<file path="config.mk">
export PLATFORM = sky130hd
export DESIGN_NAME = tone_contour_classifier
export DESIGN_NICKNAME = d
export VERILOG_FILES = /design/src/rtl/tone_contour_classifier.sv
export SDC_FILE = /design/constraint.sdc
export NUM_CORES = 1
export LEC_CHECK = 0
export ABC_AREA = 1
export BUFFER_PORTS_ARGS = -buffer_cell sky130_fd_sc_hd__buf_2
export CORE_MARGIN = 2
export CORE_UTILIZATION = 45
export CTS_CLUSTER_DIAMETER = 120
export DETAILED_ROUTE_END_ITERATION = 12
export HOLD_SLACK_MARGIN = 0.15
export SLEW_MARGIN = 20
export SYNTH_ARGS = -nofsm -noshare
export SYNTH_HDL_FRONTEND = slang
export SYNTH_SLANG_ARGS = --single-unit
</file>
<file path="constraint.sdc">
create_clock -name clk_in -period 7.4 [get_ports clk_in]
set_clock_uncertainty 0.15 [all_clocks]
set_input_delay 1.48 -clock clk_in [delete_from_list [all_inputs] [get_ports clk_in]]
set_output_delay 1.48 -clock clk_in [all_outputs]
set_load 0.01 [all_outputs]
</file>
<file path="src/rtl/tone_contour_classifier.sv">
// tone_contour_classifier
//   Captures NUM_FRAMES streamed FFT magnitude frames, keeps the peak bin of
//   each accepted frame, grades the change between consecutive peaks against
//   a percentage threshold, and classifies the overall pitch contour.
//
// Ports
//   clk_in, rst_in    clock, synchronous active-high reset
//   enable_in         arms capture; dropping it aborts a capture in progress
//   spacing_in        minimum idle cycles between accepted frames
//   fft_valid_in      spectrum beat valid
//   fft_last_in       last beat of a frame (qualified by fft_valid_in)
//   fft_data_in       unsigned bin magnitude
//   busy_out          high while capturing, calculating or reporting
//   frame_count_out   accepted frames in the current capture
//   step_codes_out    per-step codes, step k at [2k+1:2k]: 00 flat, 01 rise, 10 fall
//   tone_ident_out    1 level, 2 rising, 3 dipping, 4 falling, 7 unclassified
//   tone_valid_out    single-cycle result strobe
module tone_contour_classifier #(
  parameter int unsigned DATA_WIDTH = 32,
  parameter int unsigned BIN_WIDTH  = 10,
  parameter int unsigned NUM_FRAMES = 4,
  parameter int unsigned THRESH_PCT = 20,
  parameter int unsigned MIN_BIN    = 1
) (
  input  logic                              clk_in,
  input  logic                              rst_in,
  input  logic                              enable_in,
  input  logic [31:0]                       spacing_in,
  input  logic                              fft_valid_in,
  input  logic                              fft_last_in,
  input  logic [DATA_WIDTH-1:0]             fft_data_in,
  output logic                              busy_out,
  output logic [$clog2(NUM_FRAMES+1)-1:0]   frame_count_out,
  output logic [2*(NUM_FRAMES-1)-1:0]       step_codes_out,
  output logic [2:0]                        tone_ident_out,
  output logic                              tone_valid_out
);

  localparam int unsigned FCW   = $clog2(NUM_FRAMES + 1);
  localparam int unsigned IW    = $clog2(NUM_FRAMES);
  localparam int unsigned NSTEP = NUM_FRAMES - 1;
  localparam int unsigned CW    = 2 * NSTEP;
  localparam int unsigned EW    = BIN_WIDTH + 8;

  localparam logic [EW-1:0]        HUNDRED     = EW'(100);
  localparam logic [EW-1:0]        RISE_MUL    = EW'(100 + THRESH_PCT);
  localparam logic [EW-1:0]        FALL_MUL    = EW'(100 - THRESH_PCT);
  localparam logic [BIN_WIDTH-1:0] MIN_BIN_IDX = BIN_WIDTH'(MIN_BIN);
  localparam logic [FCW-1:0]       LAST_FRAME  = FCW'(NUM_FRAMES - 1);
  localparam logic [IW-1:0]        LAST_STEP   = IW'(NUM_FRAMES - 2);

  localparam logic [1:0] CODE_FLAT = 2'b00;
  localparam logic [1:0] CODE_RISE = 2'b01;
  localparam logic [1:0] CODE_FALL = 2'b10;

  typedef enum logic [1:0] {
    S_IDLE,
    S_CAPTURE,
    S_CALC,
    S_REPORT
  } state_t;

  state_t                 state_q, state_d;
  logic [FCW-1:0]         frame_count_q, frame_count_d;
  logic [31:0]            gap_q, gap_d;
  logic                   in_frame_q, in_frame_d;
  logic                   accept_q, accept_d;
  logic [BIN_WIDTH-1:0]   bin_q, bin_d;
  logic [DATA_WIDTH-1:0]  peak_mag_q, peak_mag_d;
  logic [BIN_WIDTH-1:0]   peak_bin_q, peak_bin_d;
  logic [BIN_WIDTH-1:0]   frame_buf_q [NUM_FRAMES];
  logic [BIN_WIDTH-1:0]   frame_buf_d [NUM_FRAMES];
  logic [IW-1:0]          step_idx_q, step_idx_d;
  logic [CW-1:0]          codes_work_q, codes_work_d;
  logic [CW-1:0]          step_codes_q, step_codes_d;
  logic [2:0]             tone_ident_q, tone_ident_d;
  logic                   tone_valid_q, tone_valid_d;

  // Per-beat working values
  logic                   first_beat;
  logic                   frame_ok;
  logic [BIN_WIDTH-1:0]   beat_bin;
  logic [DATA_WIDTH-1:0]  base_mag;
  logic [BIN_WIDTH-1:0]   base_bin;
  logic [DATA_WIDTH-1:0]  nxt_mag;
  logic [BIN_WIDTH-1:0]   nxt_bin;
  logic [IW-1:0]          wr_idx;

  // Step grading values
  logic [IW-1:0]          nxt_step;
  logic [EW-1:0]          prev_ext;
  logic [EW-1:0]          cur_ext;
  logic [1:0]             step_code;

  // Classification values
  logic                   any_rise;
  logic                   any_fall;
  logic                   seen_change;
  logic                   first_is_fall;
  logic                   last_is_rise;
  logic [1:0]             cls_code;
  logic [2:0]             rpt_ident;

  assign wr_idx   = frame_count_q[IW-1:0];
  assign nxt_step = step_idx_q + IW'(1);

  // Percentage comparison without a divider: scale both sides by 100.
  always_comb begin
    prev_ext  = EW'(frame_buf_q[step_idx_q]);
    cur_ext   = EW'(frame_buf_q[nxt_step]);
    step_code = CODE_FLAT;
    if (cur_ext * HUNDRED > prev_ext * RISE_MUL) begin
      step_code = CODE_RISE;
    end else if (cur_ext * HUNDRED < prev_ext * FALL_MUL) begin
      step_code = CODE_FALL;
    end
  end

  // Contour classification over the completed step codes.
  always_comb begin
    any_rise      = 1'b0;
    any_fall      = 1'b0;
    seen_change   = 1'b0;
    first_is_fall = 1'b0;
    last_is_rise  = 1'b0;
    cls_code      = CODE_FLAT;
    for (int unsigned i = 0; i < NSTEP; i++) begin
      cls_code = codes_work_q[2*i +: 2];
      if (cls_code == CODE_RISE) begin
        any_rise     = 1'b1;
        last_is_rise = 1'b1;
        seen_change  = 1'b1;
      end else if (cls_code == CODE_FALL) begin
        any_fall     = 1'b1;
        last_is_rise = 1'b0;
        if (!seen_change) begin
          first_is_fall = 1'b1;
        end
        seen_change  = 1'b1;
      end
    end
    if (!any_rise && !any_fall) begin
      rpt_ident = 3'd1;
    end else if (any_rise && !any_fall) begin
      rpt_ident = 3'd2;
    end else if (any_fall && !any_rise) begin
      rpt_ident = 3'd4;
    end else if (first_is_fall && last_is_rise) begin
      rpt_ident = 3'd3;
    end else begin
      rpt_ident = 3'd7;
    end
  end

  // Peak candidate for the current beat; the first beat of a frame starts
  // from magnitude 0 at MIN_BIN so an all-zero frame reports MIN_BIN.
  always_comb begin
    first_beat = !in_frame_q;
    frame_ok   = first_beat ? (gap_q >= spacing_in) : accept_q;
    beat_bin   = first_beat ? '0 : bin_q;
    base_mag   = first_beat ? '0 : peak_mag_q;
    base_bin   = first_beat ? MIN_BIN_IDX : peak_bin_q;
    nxt_mag    = base_mag;
    nxt_bin    = base_bin;
    if ((beat_bin >= MIN_BIN_IDX) && (fft_data_in > base_mag)) begin
      nxt_mag = fft_data_in;
      nxt_bin = beat_bin;
    end
  end

  always_comb begin
    state_d       = state_q;
    frame_count_d = frame_count_q;
    gap_d         = (gap_q == '1) ? gap_q : gap_q + 32'd1;
    in_frame_d    = in_frame_q;
    accept_d      = accept_q;
    bin_d         = bin_q;
    peak_mag_d    = peak_mag_q;
    peak_bin_d    = peak_bin_q;
    frame_buf_d   = frame_buf_q;
    step_idx_d    = step_idx_q;
    codes_work_d  = codes_work_q;
    step_codes_d  = step_codes_q;
    tone_ident_d  = tone_ident_q;
    tone_valid_d  = 1'b0;

    case (state_q)
      S_IDLE: begin
        if (enable_in) begin
          state_d       = S_CAPTURE;
          frame_count_d = '0;
          gap_d         = '1;
          in_frame_d    = 1'b0;
          accept_d      = 1'b0;
          bin_d         = '0;
          peak_mag_d    = '0;
          peak_bin_d    = MIN_BIN_IDX;
          codes_work_d  = '0;
        end
      end

      S_CAPTURE: begin
        if (!enable_in) begin
          state_d    = S_IDLE;
          in_frame_d = 1'b0;
        end else if (fft_valid_in) begin
          accept_d = frame_ok;
          if (frame_ok) begin
            peak_mag_d = nxt_mag;
            peak_bin_d = nxt_bin;
            bin_d      = beat_bin + BIN_WIDTH'(1);
          end
          if (fft_last_in) begin
            in_frame_d = 1'b0;
            if (frame_ok) begin
              frame_buf_d[wr_idx] = nxt_bin;
              frame_count_d       = frame_count_q + FCW'(1);
              gap_d               = '0;
              if (frame_count_q == LAST_FRAME) begin
                state_d    = S_CALC;
                step_idx_d = '0;
              end
            end
          end else begin
            in_frame_d = 1'b1;
          end
        end
      end

      S_CALC: begin
        // Unrolled so each step writes a constant slice of the code vector.
        for (int unsigned i = 0; i < NSTEP; i++) begin
          if (IW'(i) == step_idx_q) begin
            codes_work_d[2*i +: 2] = step_code;
          end
        end
        if (step_idx_q == LAST_STEP) begin
          state_d = S_REPORT;
        end else begin
          step_idx_d = nxt_step;
        end
      end

      S_REPORT: begin
        step_codes_d = codes_work_q;
        tone_ident_d = rpt_ident;
        tone_valid_d = 1'b1;
        state_d      = S_IDLE;
      end

      default: begin
        state_d = S_IDLE;
      end
    endcase
  end

  always_ff @(posedge clk_in) begin
    if (rst_in) begin
      state_q       <= S_IDLE;
      frame_count_q <= '0;
      gap_q         <= '0;
      in_frame_q    <= 1'b0;
      accept_q      <= 1'b0;
      bin_q         <= '0;
      peak_mag_q    <= '0;
      peak_bin_q    <= '0;
      frame_buf_q   <= '{default: '0};
      step_idx_q    <= '0;
      codes_work_q  <= '0;
      step_codes_q  <= '0;
      tone_ident_q  <= '0;
      tone_valid_q  <= 1'b0;
    end else begin
      state_q       <= state_d;
      frame_count_q <= frame_count_d;
      gap_q         <= gap_d;
      in_frame_q    <= in_frame_d;
      accept_q      <= accept_d;
      bin_q         <= bin_d;
      peak_mag_q    <= peak_mag_d;
      peak_bin_q    <= peak_bin_d;
      frame_buf_q   <= frame_buf_d;
      step_idx_q    <= step_idx_d;
      codes_work_q  <= codes_work_d;
      step_codes_q  <= step_codes_d;
      tone_ident_q  <= tone_ident_d;
      tone_valid_q  <= tone_valid_d;
    end
  end

  assign busy_out        = (state_q != S_IDLE);
  assign frame_count_out = frame_count_q;
  assign step_codes_out  = step_codes_q;
  assign tone_ident_out  = tone_ident_q;
  assign tone_valid_out  = tone_valid_q;

endmodule

</file>
==> flow_summary.json <==
{
  "synth.area.top_cells": "dfxtp_1 23%, ha_1 17%, nand2_1 11%, inv_1 7.9%, a21oi_1 6.9%",
  "cts_resized": 0,
  "port_buffers": 82,
  "path_buf_inv": 2,
  "crit_path_frequent_cell": "a21oi_1",
  "clock_sinks": 149,
  "peakVddDrop_mv": 0.125,
  "dieHeight_um": 173,
  "rsz0062_at_grt": "no",
  "placed_area_um2": 13500,
  "coreArea_um2": 28500,
  "fin_cells": 2338,
  "cp_top_family": "adder cells",
  "pin_count": 83,
  "synth_ff_type": "dfxtp_1",
  "hold_buffers": 0,
  "worst_pin_slew_ns": 0.998,
  "cts_tree": "yes",
  "cpPeakStageDelay_ns": 0.47,
  "leakage_nw": 7.07,
  "wl_per_cell_um": 13.8,
  "slew_headroom_pct": 33.2,
  "cp.required_ns": 7.60,
  "fillCellCount": 2938,
  "drt_iter0_markers": 620,
  "dieArea_um2": 30100,
  "viasPerCell": 5.06,
  "clk_path_buf_depth": 2,
  "switching_share_pct": 32.1,
  "drt-total-wl_mm": 32.4,
  "crit_path_top_delay_cell": "inv_1",
  "ys_seq_area_share_pct": 23.1,
  "dp_cells": 2306,
  "cts_root_buffer": "clkbuf_16",
  "power_frac_comb_pct": 22.4,
  "hold_path.class": "flip-flop to flip-flop",
  "grt_pass1_vias": 11447,
  "timing.rr.start": "step_idx_q[1]$_SDFFE_PP0P_",
  "min-delay-start": "peak_bin_q[4]$_SDFFE_PP0P_",
  "synth-edff-count": 0,
  "yosys.area.top_type_share_pct": 23.1,
  "end_kind": "flip-flop",
  "seq_area_um2": 2980,
  "finalCritPeriodShare_pct": 77.0,
  "grt_usage_pct": 22.1,
  "pre_cts_slack_ns": 1.72,
  "gp_congestion": 0.862,
  "antenna_cells": 0,
  "drcViolationCount": 0,
  "drv_cap": 0,
  "die_w_um": 173,
  "r2r_slack_ns": 1.70,
  "clkPwrFrac_pct": 38.5,
  "avgSynthCellArea_um2": 6.77,
  "cp.arrival_ns": 5.90,
  "synth_most_common_cell": "nand2_1",
  "synth_warnings": 0,
  "ys_ff_latch": 149,
  "grt_max_degree": 67,
  "fin_ws_ns": 1.70,
  "area_growth_pct": 9.03,
  "power.density_nw_per_um2": 165,
  "syn-cell-area_um2": 12900,
  "grt_pass1_wl_mm": 55.3,
  "drtPass1Iterations": 5,
  "syn_inst": 1908,
  "min_to": "peak_bin_q[4]$_SDFFE_PP0P_",
  "grt.overflow.total": 0,
  "drive_above_1_share_pct": 8.55,
  "cts.htree.levels": 4,
  "fmax_ghz": 0.176,
  "slew_viol_final": 0,
  "cts_made_buffers": 17,
  "post_cts.repair.setup_buffers": 0,
  "crit_type": "flip-flop to flip-flop",
  "status": "complete, no violations",
  "clk_pin_slew_ns": 0.06,
  "hold_viol_final": 0,
  "ant_nets": 0,
  "tns_ns": 0,
  "yosys-top-cells-count": "395 x nand2_1, 273 x inv_1, 221 x nor2_1, 179 x a21oi_1, 172 x ha_1",
  "ys_types": 51,
  "antenna_found_initial": 0,
  "syn_nets": 2172,
  "r2r_cells": 27,
  "async_flop_share_pct": 0,
  "intPower_mw": 1.58,
  "worstPathMaxFanout": 20,
  "start_kind": "flip-flop",
  "rr_endpoint": "codes_work_q[1]$_SDFFE_PP0P_",
  "dp_hpwl_mm": 23.9,
  "postLayoutCellArea_um2": 14100,
  "p_seq_share_pct": 39.1,
  "whs_ns": 0.317,
  "synth_area_leader_cell": "dfxtp_1",
  "multi_input_area_um2": 8490,
  "period_needed_ns": 5.70,
  "rows": 62,
  "start_util_pct": 45.4,
  "num-nets-final": 2205,
  "report.final.setup_viol": 0,
  "p_sw_uw": 745,
  "vias": 11837,
  "clk_latency_ns": 0.43,
  "holdPathStages": 2
}
[flip-flops by register name, summed over array words and instances, names as in the netlist, named ones only]
| signal | count |
|---|---|
| frame_buf_q | 40 |
| gap_q | 32 |
| peak_mag_q | 32 |
| bin_q | 10 |
| peak_bin_q | 10 |
| codes_work_q | 6 |
| step_codes_out | 6 |
| frame_count_out | 3 |
| tone_ident_out | 3 |
| step_idx_q | 2 |
| accept_q | 1 |
| in_frame_q | 1 |
| state_q | 1 |
| tone_valid_out | 1 |
[layout by cell type, fill, tap and decap left out, types with 3 or more instances in the layout]
cell / netlist / final
nand2_1: 395 / 395
inv_1: 273 / 272
nor2_1: 221 / 221
a21oi_1: 179 / 179
ha_1: 172 / 172
dfxtp_1: 149 / 148
o21ai_0: 89 / 89
buf_2: 18 / 82
nand3_1: 71 / 71
xor2_1: 35 / 35
nor3_1: 27 / 27
xnor2_1: 24 / 24
fa_1: 23 / 23
nand4_1: 22 / 22
or2_0: 18 / 18
o21ai_1: 17 / 17
clkbuf_16: 0 / 17
a31oi_1: 15 / 15
o21bai_1: 15 / 15
nand2_2: 13 / 13
a32oi_1: 12 / 12
inv_2: 10 / 11
o21a_1: 7 / 7
buf_4: 7 / 6
nor3_2: 4 / 4
clkinv_2: 1 / 4
nor4_1: 4 / 4
o31ai_1: 3 / 3
nor4_4: 3 / 3
clkinvlp_4: 0 / 3
bufinv_16: 0 / 3
[area by class of cell]
cell class              instances  area share, %
repair buffers                 88           3.23
multi-input cells            1401           60.3
well taps                     384           3.41
clock buffers                  20           3.17
inverters                     284           7.58
flip-flops and latches        149           21.2
clock inverters                12           1.09
[worst reg2reg max path, cell delays in order, from the launching register on]
cell and delay [ns]:
dfxtp_1 0.35, inv_2 0.28, ha_1 0.32, inv_1 0.47
o21ai_0 0.19, a21oi_1 0.15, a21oi_1 0.10, ha_1 0.32
ha_1 0.32, fa_1 0.46, ha_1 0.34, a21oi_1 0.20
o21ai_0 0.10, a21oi_1 0.19, o21ai_0 0.15, nand2_1 0.09
nand2_1 0.05, a21oi_1 0.17, xnor2_1 0.13, ha_1 0.31
nand3_1 0.07, nor3_1 0.18, a21oi_1 0.06, nand2_1 0.06
nand2_1 0.10, nor2_1 0.10, nand2_1 0.09, a21oi_1 0.12
[stage by stage]
step                utilization (%)  total power [mW]
global placement               47.3              1.44
detailed placement             47.3              1.44
CTS                            49.5              2.35
floorplan                         -              1.31
global route                   49.5              2.47
finish                         49.5              2.32
[routing by layer]
metal  up-vias  wire, um  GRT usage [%]
li1       6215         -              -
met1      5330     15300           29.1
met2       258     14900           37.3
met3        34      1690           3.99
met4         0       495           5.72
met5         -         0              0
[cells by family (layout without fill, tap and decap cells)]
kind of cell	after synthesis	after routing	synth area share, %
simple gates	801	801	26.9
buf+inv	358	404	11.1
compound gates	346	346	14.6
fa+ha+maj	195	195	20.2
flops	149	149	23.1
xor+xnor	59	59	4.00
[power by group through the flow]
| stage | Combinational, mW | Clock, mW | Sequential (mW) |
|---|---|---|---|
| floorplan | 0.399 | 0 | 0.911 |
| global placement | 0.512 | 0 | 0.923 |
| detailed placement | 0.521 | 0 | 0.924 |
| CTS | 0.524 | 0.917 | 0.907 |
| global route | 0.607 | 0.946 | 0.915 |
| finish | 0.521 | 0.894 | 0.908 |
[worst max-delay path by stage]
| stage | start | depth (start not counted) | slack, ns | to |
|---|---|---|---|---|
| global route | step_idx_q[1]$_SDFFE_PP0P_ | 29 | 0.93 | codes_work_q[1]$_SDFFE_PP0P_ |
| global placement | step_idx_q[1]$_SDFFE_PP0P_ | 29 | 1.86 | codes_work_q[3]$_SDFFE_PP0P_ |
| finish | step_idx_q[1]$_SDFFE_PP0P_ | 27 | 1.70 | codes_work_q[1]$_SDFFE_PP0P_ |
| CTS | step_idx_q[1]$_SDFFE_PP0P_ | 29 | 1.68 | codes_work_q[1]$_SDFFE_PP0P_ |
| floorplan | step_idx_q[0]$_SDFFE_PP0P_ | 33 | 1.71 | codes_work_q[1]$_SDFFE_PP0P_ |
| detailed placement | step_idx_q[1]$_SDFFE_PP0P_ | 29 | 1.72 | codes_work_q[3]$_SDFFE_PP0P_ |
(Power assumes the default switching activity.)
